### src/rtl/breath_ramp_gen.sv
// breath_ramp_gen: trapezoidal brightness profile for the breathing-LED PWM.
// Each prescaled step tick advances the profile by one step and offers the new
// duty value downstream on a valid/ready handshake. One blocked step is
// buffered; any further blocked tick is dropped and latches the overrun flag.
//
//   phase   | meaning
//   --------+----------------------------------------------------------
//   IDLE    | disabled, prescaler stopped, level parked at 0
//   RISE    | level climbs by STEP per step, saturating at DUTY_MAX
//   HOLD_HI | dwell at DUTY_MAX for HOLD_STEPS steps
//   FALL    | level drops by STEP per step, floored at 0
//   HOLD_LO | dwell at 0 for HOLD_STEPS steps
module breath_ramp_gen #(
  parameter int DIV_FACTOR = 2400,
  parameter int DUTY_W     = 8,
  parameter int DUTY_MAX   = 100,
  parameter int STEP       = 1,
  parameter int HOLD_STEPS = 0
) (
  input  logic              clk_in,
  input  logic              rst,
  input  logic              en,
  input  logic              duty_ready,
  output logic [DUTY_W-1:0] duty_out,
  output logic              duty_valid,
  output logic [2:0]        phase,
  output logic              overrun
);

  typedef enum logic [2:0] {
    IDLE    = 3'd0,
    RISE    = 3'd1,
    HOLD_HI = 3'd2,
    FALL    = 3'd3,
    HOLD_LO = 3'd4
  } phase_t;

  localparam int CNT_W  = $clog2(DIV_FACTOR);
  localparam int HOLD_W = (HOLD_STEPS > 1) ? $clog2(HOLD_STEPS) : 1;

  localparam logic [CNT_W-1:0]  CNT_LAST  = CNT_W'(DIV_FACTOR - 1);
  localparam logic [DUTY_W:0]   MAX_EXT   = (DUTY_W + 1)'(DUTY_MAX);
  localparam logic [DUTY_W:0]   STEP_EXT  = (DUTY_W + 1)'(STEP);
  localparam logic [DUTY_W-1:0] MAX_V     = DUTY_W'(DUTY_MAX);
  localparam logic [DUTY_W-1:0] STEP_V    = DUTY_W'(STEP);
  localparam logic [HOLD_W-1:0] HOLD_LAST = HOLD_W'((HOLD_STEPS > 0) ? HOLD_STEPS - 1 : 0);

  phase_t              phase_q, phase_n;
  logic [DUTY_W-1:0]   level_q, level_n;
  logic [CNT_W-1:0]    cnt_q, cnt_n;
  logic [HOLD_W-1:0]   hold_q, hold_n;
  logic                pend_q, pend_n;
  logic                dark_q, dark_n;
  logic [DUTY_W-1:0]   duty_q, duty_n;
  logic                valid_q, valid_n;
  logic                overrun_q, overrun_n;

  logic                slot_free;
  logic                accept;
  logic                tick;
  logic                step;
  logic [DUTY_W:0]     rise_sum;
  logic                fall_floor;
  logic [DUTY_W-1:0]   fall_diff;

  assign slot_free  = !valid_q || duty_ready;
  assign accept     = valid_q && duty_ready;
  assign tick       = (phase_q != IDLE) && (cnt_q == CNT_LAST);
  // Saturation is judged one bit wider so level+STEP cannot wrap past DUTY_W.
  assign rise_sum   = {1'b0, level_q} + STEP_EXT;
  assign fall_floor = ({1'b0, level_q} <= STEP_EXT);
  assign fall_diff  = level_q - STEP_V;

  // Next-state logic: disable request, idle handshake drain, or running profile.
  always_comb begin
    phase_n   = phase_q;
    level_n   = level_q;
    cnt_n     = cnt_q;
    hold_n    = hold_q;
    pend_n    = pend_q;
    dark_n    = dark_q;
    duty_n    = duty_q;
    valid_n   = valid_q;
    overrun_n = overrun_q;
    step      = 1'b0;

    if (phase_q != IDLE && !en) begin
      phase_n = IDLE;
      level_n = '0;
      cnt_n   = '0;
      hold_n  = '0;
      pend_n  = 1'b0;
      // Publish "dark" once; if the slot is still occupied, remember to do it
      // after the outstanding value is taken so duty_out never changes unseen.
      if (slot_free) begin
        duty_n  = '0;
        valid_n = 1'b1;
        dark_n  = 1'b0;
      end else begin
        dark_n  = 1'b1;
      end
    end else if (phase_q == IDLE) begin
      if (dark_q && accept) begin
        duty_n  = '0;
        valid_n = 1'b1;
        dark_n  = 1'b0;
      end else if (accept) begin
        valid_n = 1'b0;
      end
      if (en) begin
        phase_n = RISE;
        cnt_n   = '0;
        level_n = '0;
      end
    end else begin
      cnt_n = tick ? '0 : cnt_q + 1'b1;
      step  = (tick || pend_q) && slot_free;

      if (tick && !slot_free) begin
        if (pend_q) overrun_n = 1'b1;
        else        pend_n    = 1'b1;
      end

      if (step) begin
        pend_n = 1'b0;
        // A fresh step supersedes any deferred dark value.
        dark_n = 1'b0;
        case (phase_q)
          RISE: begin
            if (rise_sum >= MAX_EXT) begin
              level_n = MAX_V;
              phase_n = (HOLD_STEPS > 0) ? HOLD_HI : FALL;
            end else begin
              level_n = rise_sum[DUTY_W-1:0];
            end
          end
          HOLD_HI: begin
            if (hold_q == HOLD_LAST) begin
              hold_n  = '0;
              phase_n = FALL;
            end else begin
              hold_n  = hold_q + 1'b1;
            end
          end
          FALL: begin
            if (fall_floor) begin
              level_n = '0;
              phase_n = (HOLD_STEPS > 0) ? HOLD_LO : RISE;
            end else begin
              level_n = fall_diff;
            end
          end
          HOLD_LO: begin
            if (hold_q == HOLD_LAST) begin
              hold_n  = '0;
              phase_n = RISE;
            end else begin
              hold_n  = hold_q + 1'b1;
            end
          end
          default: ;
        endcase
        duty_n  = level_n;
        valid_n = 1'b1;
      end else if (dark_q && accept) begin
        duty_n  = '0;
        valid_n = 1'b1;
        dark_n  = 1'b0;
      end else if (accept) begin
        valid_n = 1'b0;
      end
    end
  end

  // State register with synchronous reset.
  always_ff @(posedge clk_in) begin
    if (rst) begin
      phase_q   <= IDLE;
      level_q   <= '0;
      cnt_q     <= '0;
      hold_q    <= '0;
      pend_q    <= 1'b0;
      dark_q    <= 1'b0;
      duty_q    <= '0;
      valid_q   <= 1'b0;
      overrun_q <= 1'b0;
    end else begin
      phase_q   <= phase_n;
      level_q   <= level_n;
      cnt_q     <= cnt_n;
      hold_q    <= hold_n;
      pend_q    <= pend_n;
      dark_q    <= dark_n;
      duty_q    <= duty_n;
      valid_q   <= valid_n;
      overrun_q <= overrun_n;
    end
  end

  assign duty_out   = duty_q;
  assign duty_valid = valid_q;
  assign phase      = phase_q;
  assign overrun    = overrun_q;

endmodule

### config.mk
export PLATFORM = sky130hd
export DESIGN_NAME = breath_ramp_gen
export DESIGN_NICKNAME = d
export VERILOG_FILES = /design/src/rtl/breath_ramp_gen.sv
export SDC_FILE = /design/constraint.sdc
export NUM_CORES = 1
export LEC_CHECK = 0
export ABC_AREA = 1
export CAP_MARGIN = 40
export CORE_ASPECT_RATIO = 2
export CORE_MARGIN = 3
export CORE_UTILIZATION = 55
export CTS_BUF_LIST = sky130_fd_sc_hd__clkbuf_8
export DETAILED_ROUTE_END_ITERATION = 8
export GPL_TIMING_DRIVEN = 1
export PLACE_DENSITY = 0.79
export RECOVER_POWER = 25
export SKIP_LAST_GASP = 1
export SYNTH_ARGS = -nofsm -noshare
export SYNTH_HDL_FRONTEND = slang
export SYNTH_SLANG_ARGS = --single-unit
### constraint.sdc
create_clock -name clk_in -period 1.64 [get_ports clk_in]
set_input_delay 0.492 -clock clk_in [delete_from_list [all_inputs] [get_ports clk_in]]
set_output_delay 0.492 -clock clk_in [all_outputs]
set_load 0.01 [all_outputs]
==> metrics.csv, run 1 <==
stage,metric,value,unit
run_status,status,"finished, violations left",
run_status,violations,setup timing,
detailed_routing,drtAntennaViolNets,0,
die,core,3884,sq um
power_and_ir_drop,netSwitchingPower,858.5,uW
detailed_routing,wire_per_inst,18.53,um
logic_synthesis,synth_seq_cells,34,
detailed_routing,drtPass1Iterations,4,
logic_synthesis,syn_nets,340,
critical_path,worstSetupPathType,flop to flop,
global_routing,busiest_layer,met2,
critical_path,regToRegStartpoint,level_q[1],
sta,tns,-2491,ps
die,boundaryPins,17,
critical_path,critPathCaptureType,flop,
die,die_area,4877,sq um
die,initial_core_util,57.12,%
logic_synthesis,synth_area,2218,sq um
power_and_ir_drop,seqPwrFrac,36.7,%
detailed_routing,wirelength,8.579,mm
sta,finalSetupViolCount,20,
min_path,hold_start,overrun,
logic_synthesis,yosys-top-cells-area,"dfxtp_1 (31%), nand2_1 (15%), a21oi_1 (6.5%), nand3_1 (6.3%), inv_1 (5.8%)",
sta,hold_ws,460.1,ps
power_and_ir_drop,power_density,709.7,nW/um^2
sta,min_period_over_period,115.2,%
global_routing,grt_overflow,0,
min_path,hold_path_depth,1,
critical_path,required,1840,ps
placement,place.detailed.hpwl,4.847,mm
detailed_routing,detailroute.via_count,2749,
die,rows,32,
clock_network,numCtsBuffers,5,
global_routing,grt_usage,31.65,%
power_and_ir_drop,p_int,1.519,mW
logic_synthesis,avgSynthCellArea,6.763,sq um
critical_path,worstPathCellList,"buf_6, inv_8, buf_6, nand4_1, buf_4, xor2_1, a21oi_1, nand2_1, nand2_1, nand2_1, nand2_1, a21oi_1",
detailed_routing,drcViolationCount,0,
power_and_ir_drop,swShare,36.11,%
global_routing,use_met1,27.45,%
global_routing,antenna_found_initial,0,
die,die_y,95.82,um
sta,fmax,0.5293,GHz
job,maxCapViolCount,0,
finish,diodes,0,
clock_network,path_clk_slew,80,ps
critical_path,crit_arrival,2080,ps
placement,pre_cts_slack,-415.2,ps
power_and_ir_drop,peakVddDrop,0.8247,mV
critical_path,cp_common_cell,nand2_1,
placement,portBuffers,15,
logic_synthesis,ys_seq_area_share,30.68,%
sta,finClkSkew,10.07,ps
finish,drive_gt1_share,43.69,%
sta,finalCriticalPeriod,1889,ps
logic_synthesis,ys_types,40,
critical_path,r2r_end,duty_out[5],
power_and_ir_drop,clockPowerShare,28.1,%
power_and_ir_drop,p_leak,1.526,nW
detailed_routing,drt_iter0_drc,157,
critical_path,rr_worst_depth,12,
die,fp.dieW,50.91,um
critical_path,crit_path_start_kind,flop,
sta,slew_violations,0,
critical_path,r2r_slack,-250,ps
clock_network,cts_buffer_depth,2,
clock_network,clock_latency,290,ps
logic_synthesis,synth_warnings,0,
clock_network,cts_sinks,34,
global_routing,met2_usage,59.70,%
power_and_ir_drop,p_comb_share,35.2,%
clock_network,ctsRootBufferMaster,clkbuf_8,
global_routing,first_global_vias,2658,
critical_path,critPathSlowestCell,dfxtp_4,
finish,final_nets,423,
clock_network,cts_tree,yes,
clock_network,htree_levels,2,
critical_path,max_stage_delay,360,ps
sta,final_hold_viol_count,0,
global_routing,met3_usage,4.961,%
logic_synthesis,synth_cells,328,
sta,setup_slack,-249.4,ps
logic_synthesis,yosysTopAreaCell,dfxtp_1,
finish,area_growth,50.99,%
min_path,holdCritPathClass,flop to flop,
placement,place_congestion,0.8797,
global_routing,grt_max_degree,12,
min_path,min_to,overrun,
logic_synthesis,yosysTopAreaCellShare,30.68,%
detailed_routing,routed_via_density,5.937,
sta,rsz0062_at_grt,true,
critical_path,path_max_fanout,3,
global_routing,grt_pass1_wl,11.67,mm
clock_network,hold_buffers,0,
[cells by family after synthesis]
| group | Yosys count | synth area share (%) |
|---|---|---|
| other | 1 | 0.1690 |
| adder cells (fa/ha/maj) | 8 | 4.512 |
| buffers and inverters | 47 | 9.137 |
| XOR/XNOR | 5 | 1.974 |
| AO/OA/AOI/OAI | 61 | 16.30 |
| flip-flops | 34 | 30.68 |
| AND/OR/NAND/NOR | 172 | 37.22 |
[area by class of cell]
type / instances / area (sq um)
inverters: 41 / 166.4
clock inverters: 2 / 12.51
clock buffers: 6 / 82.58
flip-flops and latches: 34 / 695.7
well taps: 51 / 63.81
multi-input cells: 248 / 1657
repair buffers: 81 / 671.9
fillers: 209 / 534.3
[placed cells by master (no fill, tap or decap), drive strengths merged]
master	n
nand2	99
buf	66
inv	40
dfxtp	34
nand3	33
a21oi	31
nor2	27
o21ai	18
dlygate4sd2	13
ha	8
clkbuf	6
nor3	6
nand4	5
xor2	4
a221oi	3
or2	2
o211ai	2
clkdlybuf4s50	2
clkinv	2
a22oi	1
o21bai	1
a41oi	1
nor4	1
o21a	1
a21boi	1
a31oi	1
xnor2	1
a211oi	1
conb	1
clkinvlp	1
[per-stage QoR]
stage               utilization, %  instances  total power, mW  instance area [sq um]
floorplan                        -        328            1.214                   2223
global placement             71.88        440            1.493                   2791
detailed placement           71.88        440            1.508                   2791
CTS                          79.12        456            2.217                   3073
global route                 86.24        463            2.454                   3349
finish                       86.24        463            2.377                   3349
[state kept, by name, summed over array words and instances (netlist names)]
name,flops
cnt_q,12
pend_q,1
duty_valid,1
duty_out,8
overrun,1
phase,2
level_q,8
dark_q,1
[power groups by stage]
| stage | Clock (mW) | Sequential, mW | Combinational (mW) |
|---|---|---|---|
| detailed placement | 0 | 0.883 | 0.625 |
| floorplan | 0 | 0.893 | 0.321 |
| global route | 0.692 | 0.874 | 0.888 |
| finish | 0.669 | 0.872 | 0.836 |
| global placement | 0 | 0.882 | 0.611 |
| CTS | 0.661 | 0.873 | 0.683 |
[critical path, delay by kind of cell, from the launching register on]
kind | cells | cell delay (ps)
AO/OA/AOI/OAI | 2 | 210
XOR/XNOR | 1 | 130
buffers and inverters | 4 | 520
flip-flops | 1 | 360
AND/OR/NAND/NOR | 5 | 570
[timing repair]
action	CTS	global route
pin swaps	17	32
endpoints found under the setup margin	32	32
gates cloned	1	0
resized for setup	56	63
hold endpoints to repair	0	0
setup buffers	7	7
[cells in the mapped netlist]
master    count
nand2_1      87
dfxtp_1      34
inv_1        34
a21oi_1      29
nand3_1      28
nor2_1       21
o21ai_0      10
nand2_2       9
ha_1          8
o21ai_1       7
inv_2         6
nand4_1       5
nand3_2       4
nor2_2        4
nor3_1        4
xor2_1        4
a221oi_1      3
buf_6         3
a21oi_2       2
clkbuf_1      2
nand2_4       2
nor2_4        2
o211ai_1      2
or2_2         2
a211oi_1      1
a21boi_1      1
a22oi_1       1
a31oi_1       1
a41oi_1       1
buf_4         1
clkinv_1      1
conb_1        1
nand3_4       1
nor3_2        1
nor3_4        1
nor4_1        1
o21a_1        1
o21ai_4       1
o21bai_2      1
xnor2_1       1
[layer usage]
metal | share of wire (%) | wire (um) | vias to the layer above
met5 | 0 | 0 | -
met4 | 8.3 | 712 | 0
met3 | 5.6 | 480 | 66
met2 | 55 | 4680 | 174
met1 | 32 | 2705 | 1265
li1 | - | - | 1244
[worst max path at each step]
stage,from,endpoint,slack (ps),depth (start not counted)
2_1_floorplan,phase[1],phase[1],20,10
3_3_place_gp,duty_ready,level_q[6],-350,8
3_5_place_dp,duty_ready,level_q[4],-420,8
4_1_cts,level_q[1],duty_out[0],-90,11
5_1_grt,level_q[0],duty_out[5],-310,14
6_report,level_q[1],duty_out[5],-250,12
(Power assumes the default switching activity.)
==> run 2: changes to the inputs <==
--- a/config.mk
+++ b/config.mk
@@ -16,6 +16,7 @@
 export PLACE_DENSITY = 0.79
 export RECOVER_POWER = 25
 export SKIP_LAST_GASP = 1
+export SLEW_MARGIN = 5
 export SYNTH_ARGS = -nofsm -noshare
 export SYNTH_HDL_FRONTEND = slang
 export SYNTH_SLANG_ARGS = --single-unit
==> results of run 2 <==
No change in the layout: final DEF, timing and power equal those of run 1.
==> run 3: changes to the inputs <==
--- a/config.mk
+++ b/config.mk
@@ -15,7 +15,6 @@
 export GPL_TIMING_DRIVEN = 1
 export PLACE_DENSITY = 0.79
 export RECOVER_POWER = 25
-export SKIP_LAST_GASP = 1
 export SLEW_MARGIN = 5
 export SYNTH_ARGS = -nofsm -noshare
 export SYNTH_HDL_FRONTEND = slang
==> metrics.csv, run 3 (same netlist as run 1, synthesis figures left out) <==
stage,metric,value,unit,change
placement,place.detailed.hpwl,4.847,mm,unchanged
finish,multi_input_area,1757,sq um,was 1657 sq um
sta,setup_slack,-342.5,ps,was -249.4 ps
power_and_ir_drop,power_density,714.1,nW/um^2,was 709.7 nW/um^2
finish,layout_commonest_cell,nand2_1,,unchanged
clock_network,cts_tree,yes,,unchanged
power_and_ir_drop,netSwitchingPower,932.1,uW,was 858.5 uW
sta,slew_violations,0,,unchanged
global_routing,antenna_found_initial,0,,unchanged
clock_network,ctsRootBufferMaster,clkbuf_8,,unchanged
critical_path,crit_arrival,2220,ps,was 2080 ps
clock_network,hold_buffers,0,,unchanged
global_routing,use_met1,27.16,%,was 27.45%
detailed_routing,wire_per_inst,19.33,um,was 18.53 um
critical_path,critPathCaptureType,flop,,unchanged
detailed_routing,routed_via_density,5.914,,was 5.937
finish,seq_area,698.2,sq um,was 695.7 sq um
die,core,3884,sq um,unchanged
critical_path,required,1880,ps,was 1840 ps
finish,num-fill-cells,188,,was 209
placement,placed_cells_incl_taps,440,,unchanged
job,maxCapViolCount,0,,unchanged
clock_network,numCtsBuffers,5,,unchanged
finish,final_nets,423,,unchanged
power_and_ir_drop,p_comb_share,36.9,%,was 35.2%
global_routing,met3_usage,5.426,%,was 4.961%
placement,portBuffers,15,,unchanged
power_and_ir_drop,p_leak,1.515,nW,was 1.526 nW
finish,largest_reg_flops,12,,unchanged
global_routing,met2_usage,60.67,%,was 59.70%
finish,finish.utilization,89.21,%,was 86.24%
die,die_area,4877,sq um,unchanged
power_and_ir_drop,swShare,37.67,%,was 36.11%
sta,final_hold_viol_count,0,,unchanged
finish,area_growth,56.18,%,was 50.99%
finish,largest_register,cnt_q,,unchanged
finish,diodes,0,,unchanged
detailed_routing,drcViolationCount,0,,unchanged
finish,mostFrequentLayoutCells,"nand2_1 (72), buf_4 (57), inv_1 (27), nand3_1 (26), dfxtp_1 (24)",,"was nand2_1 (72), buf_4 (57), inv_1 (27), nand3_1 (27), dfxtp_1 (24)"
global_routing,grt_overflow,0,,unchanged
global_routing,grt_max_degree,12,,unchanged
die,die_y,95.82,um,unchanged
finish,finalNonFillerCells,463,,unchanged
clock_network,cts_buffer_depth,2,,unchanged
detailed_routing,drtAntennaViolNets,0,,unchanged
placement,place_congestion,0.8797,,unchanged
die,fp.dieW,50.91,um,unchanged
die,rows,32,,unchanged
global_routing,grt_pass1_wl,11.72,mm,was 11.67 mm
finish,drive_gt1_share,45.39,%,was 43.69%
global_routing,busiest_layer,met2,,unchanged
die,boundaryPins,17,,unchanged
sta,finClkSkew,7.816,ps,was 10.07 ps
clock_network,clock_latency,300,ps,was 290 ps
detailed_routing,drtPass1Iterations,5,,was 4
critical_path,worstSetupPathType,flop to flop,,unchanged
power_and_ir_drop,p_int,1.542,mW,was 1.519 mW
power_and_ir_drop,peakVddDrop,0.9031,mV,was 0.8247 mV
run_status,status,"finished, violations left",,unchanged
clock_network,path_clk_slew,80,ps,about the same
detailed_routing,wirelength,8.949,mm,was 8.579 mm
power_and_ir_drop,seqPwrFrac,35.3,%,was 36.7%
critical_path,path_max_fanout,6,,was 3
sta,fmax,0.5044,GHz,was 0.5293 GHz
sta,min_period_over_period,120.9,%,was 115.2%
sta,finalSetupViolCount,20,,unchanged
clock_network,htree_levels,2,,unchanged
global_routing,grt_usage,31.93,%,was 31.65%
die,initial_core_util,57.12,%,unchanged
detailed_routing,detailroute.via_count,2738,,was 2749
critical_path,crit_path_start_kind,flop,,unchanged
min_path,holdCritPathClass,flop to flop,,unchanged
clock_network,cts_sinks,34,,unchanged
detailed_routing,drt_iter0_drc,148,,was 157
global_routing,first_global_vias,2667,,was 2658
sta,finalCriticalPeriod,1982,ps,was 1889 ps
power_and_ir_drop,clockPowerShare,27.8,%,was 28.1%
sta,rsz0062_at_grt,true,,unchanged
run_status,violations,setup timing,,unchanged
==> run 3: layer usage <==
layer	vias up	part of all wire, %
met2	159	55
met3	69	5.3
met5	-	0
li1	1242	-
met1	1268	31
met4	0	8.9
==> run 3: critical path, cell delays in order (launching register included) <==
cell and delay (ps):
dfxtp_2 390, buf_6 150, nand3_4 110, nor2_2 130
nand3_2 90, o21ai_4 270, nand4_1 150, o211ai_1 250
nand2_1 180, nand2_1 100, nand2_1 50, nand2_1 50
==> run 3: final cells by class <==
cell class                 count  share of cell area, %
inverter                      41                  5.164
sequential                    34                  20.15
timing repair buffer          81                  19.39
multi-input combinational    248                  50.70
tap                           51                  1.842
clock inverter                 2                 0.3611
clock buffer                   6                  2.384
==> run 3: what timing repair did <==
action,CTS,global route
pin swaps,17,36
buffers inserted,7,7
resized for setup,59,85
cloned,1,0
setup endpoints to repair,32,32
==> run 3: final timing paths <==
| check | from | endpoint | slack, ps | cells after the start |
|---|---|---|---|---|
| hold reg to reg | cnt_q[10] | cnt_q[10] | 490 | 2 |
| hold / removal | cnt_q[10] | cnt_q[10] | 490 | 2 |
| setup / recovery | level_q[0] | duty_out[0] | -340 | 11 |
| setup reg to reg | level_q[0] | duty_out[0] | -340 | 11 |
==> run 3: through the flow <==
stage                     setup slack, ps  hold WS (ps)  TNS, ps  power [mW]  instance area (sq um)
after global placement             -353.3         453.0    -6781       1.493                   2791
after floorplan                     21.97         457.5        0       1.214                   2223
after CTS                          -93.51         469.1   -368.9       2.231                   3090
after global routing               -420.5         503.6    -5274       2.566                   3465
final                              -342.5         489.7    -3152       2.474                   3465
after detailed placement           -415.2         457.2    -8090       1.508                   2791
==> run 3: power by group through the flow <==
stage	Sequential [mW]	Combinational (mW)	Clock, mW
floorplan	0.893	0.321	0
global placement	0.882	0.611	0
detailed placement	0.883	0.625	0
CTS	0.873	0.697	0.661
global route	0.875	0.966	0.725
finish	0.873	0.913	0.689
